==> src/rtl/alarm_sequencer_pkg.sv <==
// -----------------------------------------------------------------------------
// alarm_sequencer_pkg
// Shared definitions for the alarm path: FSM state encoding, default
// parameter values and a small saturating-increment helper.
// No ports (package).
// -----------------------------------------------------------------------------
package alarm_sequencer_pkg;

    typedef enum logic [2:0] {
        ST_DISARMED = 3'd0,
        ST_ARMED    = 3'd1,
        ST_RINGING  = 3'd2,
        ST_SNOOZE   = 3'd3,
        ST_DONE     = 3'd4
    } state_e;

    localparam int DEF_SNOOZE_MIN       = 5;
    localparam int DEF_RING_TIMEOUT_MIN = 10;
    localparam int DEF_MAX_SNOOZE       = 3;
    localparam int DEF_BEEP_ON          = 4;
    localparam int DEF_BEEP_OFF         = 4;

    // 4-bit increment that holds at 15 instead of wrapping to 0.
    function automatic logic [3:0] sat_inc4(input logic [3:0] v);
        return (v == 4'hF) ? v : v + 4'd1;
    endfunction

endpackage

==> src/rtl/alarm_sequencer_beep_envelope.sv <==
// -----------------------------------------------------------------------------
// alarm_sequencer_beep_envelope
// Beep phase counter and buzzer envelope decode. While en is high the counter
// advances on every tick_beep pulse, modulo BEEP_ON+BEEP_OFF; sonido is high
// for the first BEEP_ON phases of each period. While en is low the counter is
// held at 0 so every ring starts with a fresh "on" phase.
// Ports:
//   clk       in  system clock
//   rst_n     in  asynchronous active-low reset
//   en        in  envelope enable (alarm is in RINGING)
//   tick_beep in  one-cycle beep cadence pulse
//   sonido    out registered buzzer enable
// -----------------------------------------------------------------------------
module alarm_sequencer_beep_envelope
    import alarm_sequencer_pkg::*;
#(
    parameter int BEEP_ON  = DEF_BEEP_ON,
    parameter int BEEP_OFF = DEF_BEEP_OFF
) (
    input  logic clk,
    input  logic rst_n,
    input  logic en,
    input  logic tick_beep,
    output logic sonido
);

    localparam int PERIOD = BEEP_ON + BEEP_OFF;
    // The counter is only 4 bits: a period longer than 16 is clamped so the
    // counter restarts from 15 rather than wrapping through 0 on its own.
    localparam int LAST   = (PERIOD > 16) ? 15 : PERIOD - 1;

    logic [3:0] cnt_q, cnt_d;
    logic       sonido_q;

    always_comb begin
        cnt_d = cnt_q;
        if (tick_beep) begin
            cnt_d = (cnt_q == 4'(LAST)) ? 4'd0 : cnt_q + 4'd1;
        end
    end

    // sonido is decoded from the next count so the envelope edge lines up
    // with the tick_beep edge that moved the phase.
    always_ff @(posedge clk or negedge rst_n) begin
        if (!rst_n) begin
            cnt_q    <= 4'd0;
            sonido_q <= 1'b0;
        end else if (en) begin
            cnt_q    <= cnt_d;
            sonido_q <= (cnt_d < 4'(BEEP_ON));
        end else begin
            cnt_q    <= 4'd0;
            sonido_q <= 1'b0;
        end
    end

    assign sonido = sonido_q;

endmodule

==> src/rtl/alarm_sequencer.sv <==
// -----------------------------------------------------------------------------
// alarm_sequencer
// Alarm path of the clock: compares running time against the alarm time
// (BCD), fires once per matching minute, and handles ring / snooze / timeout
// / off. Drives the buzzer envelope through the beep_envelope sub-block.
// Ports:
//   clk, rst_n          clock, asynchronous active-low reset
//   tick_min            one-cycle pulse per minute
//   tick_beep           one-cycle beep cadence pulse
//   arm_en              alarm enabled (level); low forces DISARMED
//   edit                setting in progress (level); masks the match
//   off_p, snooze_p     one-cycle user requests
//   t_digits, a_digits  running time / alarm time, BCD {h3,h2,m1,m0}
//   sonido              buzzer enable envelope
//   ringing, snoozing   registered decodes of RINGING / SNOOZE
//   snooze_cnt          snoozes used in the current alarm event
//   state_dbg           current FSM state (debug observation)
// -----------------------------------------------------------------------------
module alarm_sequencer
    import alarm_sequencer_pkg::*;
#(
    parameter int SNOOZE_MIN       = DEF_SNOOZE_MIN,
    parameter int RING_TIMEOUT_MIN = DEF_RING_TIMEOUT_MIN,
    parameter int MAX_SNOOZE       = DEF_MAX_SNOOZE,
    parameter int BEEP_ON          = DEF_BEEP_ON,
    parameter int BEEP_OFF         = DEF_BEEP_OFF
) (
    input  logic        clk,
    input  logic        rst_n,
    input  logic        tick_min,
    input  logic        tick_beep,
    input  logic        arm_en,
    input  logic        edit,
    input  logic        off_p,
    input  logic        snooze_p,
    input  logic [15:0] t_digits,
    input  logic [15:0] a_digits,
    output logic        sonido,
    output logic        ringing,
    output logic        snoozing,
    output logic [1:0]  snooze_cnt,
    output logic [2:0]  state_dbg
);

    state_e     state_q, state_d;
    logic [3:0] min_q, min_d, min_inc;
    logic [1:0] snz_q, snz_d;
    logic       match, match_q, rise;
    logic       ringing_q, snoozing_q;

    // Only a fresh match fires, so an alarm rings once per matching minute
    // and a match that appears when edit drops still counts as an edge.
    assign match = (t_digits == a_digits) & ~edit;
    assign rise  = match & ~match_q;

    always_comb begin
        min_inc = sat_inc4(min_q);
        state_d = state_q;
        min_d   = min_q;
        snz_d   = snz_q;
        if (!arm_en) begin
            state_d = ST_DISARMED;
            min_d   = 4'd0;
            snz_d   = 2'd0;
        end else begin
            case (state_q)
                ST_DISARMED: begin
                    state_d = ST_ARMED;
                    min_d   = 4'd0;
                    snz_d   = 2'd0;
                end
                ST_ARMED: begin
                    if (rise) begin
                        state_d = ST_RINGING;
                        min_d   = 4'd0;
                    end
                end
                ST_RINGING: begin
                    if (off_p) begin
                        state_d = ST_DONE;
                        min_d   = 4'd0;
                        snz_d   = 2'd0;
                    end else if (snooze_p && (snz_q < 2'(MAX_SNOOZE))) begin
                        state_d = ST_SNOOZE;
                        min_d   = 4'd0;
                        snz_d   = snz_q + 2'd1;
                    end else if (tick_min) begin
                        // An exhausted snooze request falls through here,
                        // so it cannot hold off the ring timeout.
                        min_d = min_inc;
                        if (min_inc == 4'(RING_TIMEOUT_MIN)) begin
                            state_d = ST_DONE;
                            min_d   = 4'd0;
                            snz_d   = 2'd0;
                        end
                    end
                end
                ST_SNOOZE: begin
                    if (off_p) begin
                        state_d = ST_DONE;
                        min_d   = 4'd0;
                        snz_d   = 2'd0;
                    end else if (tick_min) begin
                        min_d = min_inc;
                        if (min_inc == 4'(SNOOZE_MIN)) begin
                            state_d = ST_RINGING;
                            min_d   = 4'd0;
                        end
                    end
                end
                ST_DONE: begin
                    if (!match) begin
                        state_d = ST_ARMED;
                    end
                end
                default: begin
                    state_d = ST_DISARMED;
                    min_d   = 4'd0;
                    snz_d   = 2'd0;
                end
            endcase
        end
    end

    // ringing/snoozing decode the next state so they are valid right after
    // the transition edge rather than one cycle later.
    always_ff @(posedge clk or negedge rst_n) begin
        if (!rst_n) begin
            state_q    <= ST_DISARMED;
            min_q      <= 4'd0;
            snz_q      <= 2'd0;
            match_q    <= 1'b0;
            ringing_q  <= 1'b0;
            snoozing_q <= 1'b0;
        end else begin
            state_q    <= state_d;
            min_q      <= min_d;
            snz_q      <= snz_d;
            match_q    <= match;
            ringing_q  <= (state_d == ST_RINGING);
            snoozing_q <= (state_d == ST_SNOOZE);
        end
    end

    alarm_sequencer_beep_envelope #(
        .BEEP_ON  (BEEP_ON),
        .BEEP_OFF (BEEP_OFF)
    ) u_beep (
        .clk       (clk),
        .rst_n     (rst_n),
        .en        (state_q == ST_RINGING),
        .tick_beep (tick_beep),
        .sonido    (sonido)
    );

    assign ringing    = ringing_q;
    assign snoozing   = snoozing_q;
    assign snooze_cnt = snz_q;
    assign state_dbg  = state_q;

endmodule

==> config.mk <==
export PLATFORM = sky130hd
export DESIGN_NAME = alarm_sequencer
export DESIGN_NICKNAME = d
export VERILOG_FILES = /design/src/rtl/alarm_sequencer_pkg.sv /design/src/rtl/alarm_sequencer_beep_envelope.sv /design/src/rtl/alarm_sequencer.sv
export SDC_FILE = /design/constraint.sdc
export NUM_CORES = 1
export LEC_CHECK = 0
export CAP_MARGIN = 10
export CORE_MARGIN = 2
export CORE_UTILIZATION = 47
export CTS_CLUSTER_DIAMETER = 40
export CTS_CLUSTER_SIZE = 28
export DETAILED_ROUTE_END_ITERATION = 7
export HOLD_SLACK_MARGIN = 0.05
export PLACE_DENSITY = 0.84
export SLEW_MARGIN = 20
export SYNTH_ARGS = -nofsm -noshare
export SYNTH_HDL_FRONTEND = slang
export SYNTH_SLANG_ARGS = --single-unit
==> constraint.sdc <==
create_clock -name clk -period 6.17 [get_ports clk]
set_input_delay 0.9255 -clock clk [delete_from_list [all_inputs] [get_ports clk]]
set_output_delay 0.9255 -clock clk [all_outputs]
set_load 0.05 [all_outputs]
==> results.toml <==
[timing]
holdWs_ns = 0.552
clock.fmax_mhz = 361
fin_crit_ns = 2.77
worstMarginPinSlew_ns = 0.764
fin_ws_ns = 3.40
rsz0062_at_grt = "no"
slew-limit-headroom = 0.489
finalCritPeriodShare = 0.449
slew_viol_final = 0
hold_violations = 0
setup_viol = 0
setup-tns-final_ns = 0
fin_skew_ns = 0.00167

[placed_design]
dpl_worst_slack_ns = 3.12
io_buffer_count = 47
dp_hpwl_um = 2470
gp_routability_congestion = 0.861

[pwr]
p_leak_nw = 0.714
swShare = 0.274
combPwrFrac = 0.241
power.total_mw = 0.236
clkPwrFrac = 0.265
internal_power_mw = 0.171
p_sw_mw = 0.0644
ir_drop_mv = 0.0992
p_per_area_nw_per_um2 = 134
p_seq_frac = 0.494

[global_route]
grt_pass1_wl_um = 5330
grt_pass1_vias = 1215
grt_max_degree = 18
overflow = 0
grt_antenna_before_repair = 0
met3_usage = 0.0445
grtUsageMet1 = 0.248
grt-busiest-layer = "met2"
grtUsageMet2 = 0.378
grt_usage = 0.218

[routing]
wl_per_cell_um = 14.2
drt-vias-per-instance = 5.78
firstDrtPassIters = 4
routed_wl_um = 3030
dr.first_iter.drc_count = 35
drcViolationCount = 0
vias = 1231
ant_nets = 0

[clocking]
clockBufferDepth = 2
clkLatencyLatePin_ns = 0.30
post_cts_buffers = 0
postCtsHoldBufs = 0
cts_tree = "yes"
cts_root_buffer = "clkbuf_4"
clk_pin_slew_ns = 0.10
cts.sinks = 17
cts-resized-gates = 0
cts_inserted_buffers = 3
ctsHtreeMaxLevel = 1

[worst_setup_path]
cp_top_family = "buffers and inverters"
startpoint = "state_dbg[0]$_DFF_PN0_"
path_class = "flop to primary output"
timing.rr.start = "min_q[0]$_DFFE_PN0P_"
cp-start-kind = "flop"
cpMaxStageDelayCell = "clkdlybuf4s50_1"
crit_path_end_kind = "primary output"
critPathMaxFanout = 14
path_buf_inv = 1
crit_arrival_ns = 1.84
worstPathCellList = "clkdlybuf4s50_1"
required_ns = 5.24
max_stage_delay_ns = 0.89

[synthesis]
synth_top_area_frac = 0.342
ys_ff_latch = 17
synth.most_common_cell = "dfrtp_1"
yosysUniqueCellTypes = 44
synth.area.top_cells = "dfrtp_1 34%, xor2_1 7.0%, xnor2_1 5.6%, ha_1 5.0%, nor2_1 3.3%"
async_flop_share = 1.00
seq_area_frac_synth = 0.342
synth.area.mux_share = 0.0332
synthCells = 137
synth-simple-area-share = 0.239
synth-xor-area-share = 0.127
synth_common_cells = "17 x dfrtp_1, 11 x nor2_1, 10 x xor2_1"
synth_top_family_by_area = "simple AND/OR/NAND/NOR gates"
synth_edf_count = 0
syn_nets = 182
synth_compound_area_frac = 0.172
yosys.area.top_type = "dfrtp_1"
synthAdderAreaFrac = 0.0503
postSynthAreaPerCell_sq_um = 9.08
synth_ff_type = "dfrtp_1"
synth_area_sq_um = 1240
ys.warnings.count = 0

[worst_hold_path]
hold_path_class = "flop to flop"
hp-start = "snooze_cnt[1]$_DFFE_PN0P_"

[flow_run]
max-cap-violations = 0

[cells_and_area]
fin_util = 0.704
syn2layout_area_growth_pct = 41.5
drive_gt1_frac = 0.0546
diodes = 0
fillers = 193
nets = 229

[floorplanning]
coreArea_sq_um = 2500
fp-row-count = 18
initial_utilization = 0.497
die_w_um = 55.4
ioPinCount = 48
die-area_sq_um = 3070
die_h_um = 55.4

[outcome]
status = "finished clean"
[area by class of cell]
type / instances / area (sq um) / area share
clock buffers: 3 / 22.5 / 0.0128
clock inverters: 1 / 5.00 / 0.00284
inverters: 7 / 26.3 / 0.0149
multi-input cells: 108 / 773 / 0.439
flip-flops and latches: 17 / 425 / 0.242
well taps: 30 / 37.5 / 0.0213
repair buffers: 47 / 470 / 0.267
[through the flow]
stage	instances	area [sq um]
after floorplan	137	1240
after global placement	209	1730
after detailed placement	209	1730
after CTS	213	1760
after global routing	213	1760
final	213	1760
[path summary, 6_finish.rpt]
path | slack, ns | cells after the start | endpoint
min reg2reg | 0.55 | 1 | snooze_cnt[1]$_DFFE_PN0P_
max reg2reg | 3.80 | 7 | state_dbg[0]$_DFF_PN0_
min in group asynchronous | 1.06 | 1 | snooze_cnt[1]$_DFFE_PN0P_
max in group asynchronous | 4.63 | 1 | min_q[0]$_DFFE_PN0P_
max | 3.40 | 1 | state_dbg[0]
min | 0.55 | 1 | snooze_cnt[1]$_DFFE_PN0P_
[layout by cell type (no fill, tap or decap), drive strengths merged, types with 2 or more instances in the layout]
cell and instances:
a31o 2, a31oi 2, nand2 6, clkbuf 3, xor2 10, a21oi 8
nand2b 3, a22o 2, clkdlybuf4s50 47, nor2b 3, nor2 11, o21a 2
mux2i 3, and3b 2, or3 3, xnor2 8, inv 7, dfrtp 17
ha 5, and2 2, nor4 2, o21ai 5, nor3b 2, nand3 5
nand4 5
[state kept, by name, summed over array words and instances (netlist names)]
| register | flops |
|---|---|
| snoozing | 1 |
| state_dbg | 3 |
| u_beep.cnt_q | 4 |
| ringing | 1 |
| u_beep.sonido | 1 |
| min_q | 4 |
| snooze_cnt | 2 |
| match_q | 1 |
[kinds of logic (layout without fill, tap and decap cells)]
kind of cell               Yosys count  after routing
adders and majority gates            5              5
and+or+nand+nor                     51             51
buffers and inverters               12             58
AOI/OAI and AO/OA                   30             30
muxes                                4              4
DFF                                 17             17
xor gates and xnor gates            18             18
[per-layer routing]
metal  part of all wire  routed length, um
met4              0.029                 89
met3              0.084                256
met1               0.37               1130
met5                  0                  0
met2               0.51               1550
[power by group through the flow]
stage / Combinational (mW) / Clock [mW] / Sequential (mW)
after floorplan: 0.0207 / 0 / 0.119
after global placement: 0.0553 / 0 / 0.118
after detailed placement: 0.0571 / 0 / 0.119
after CTS: 0.0572 / 0.0640 / 0.116
after global routing: 0.0618 / 0.0691 / 0.117
final: 0.0568 / 0.0624 / 0.116
Power figures use the tool's default switching activity.
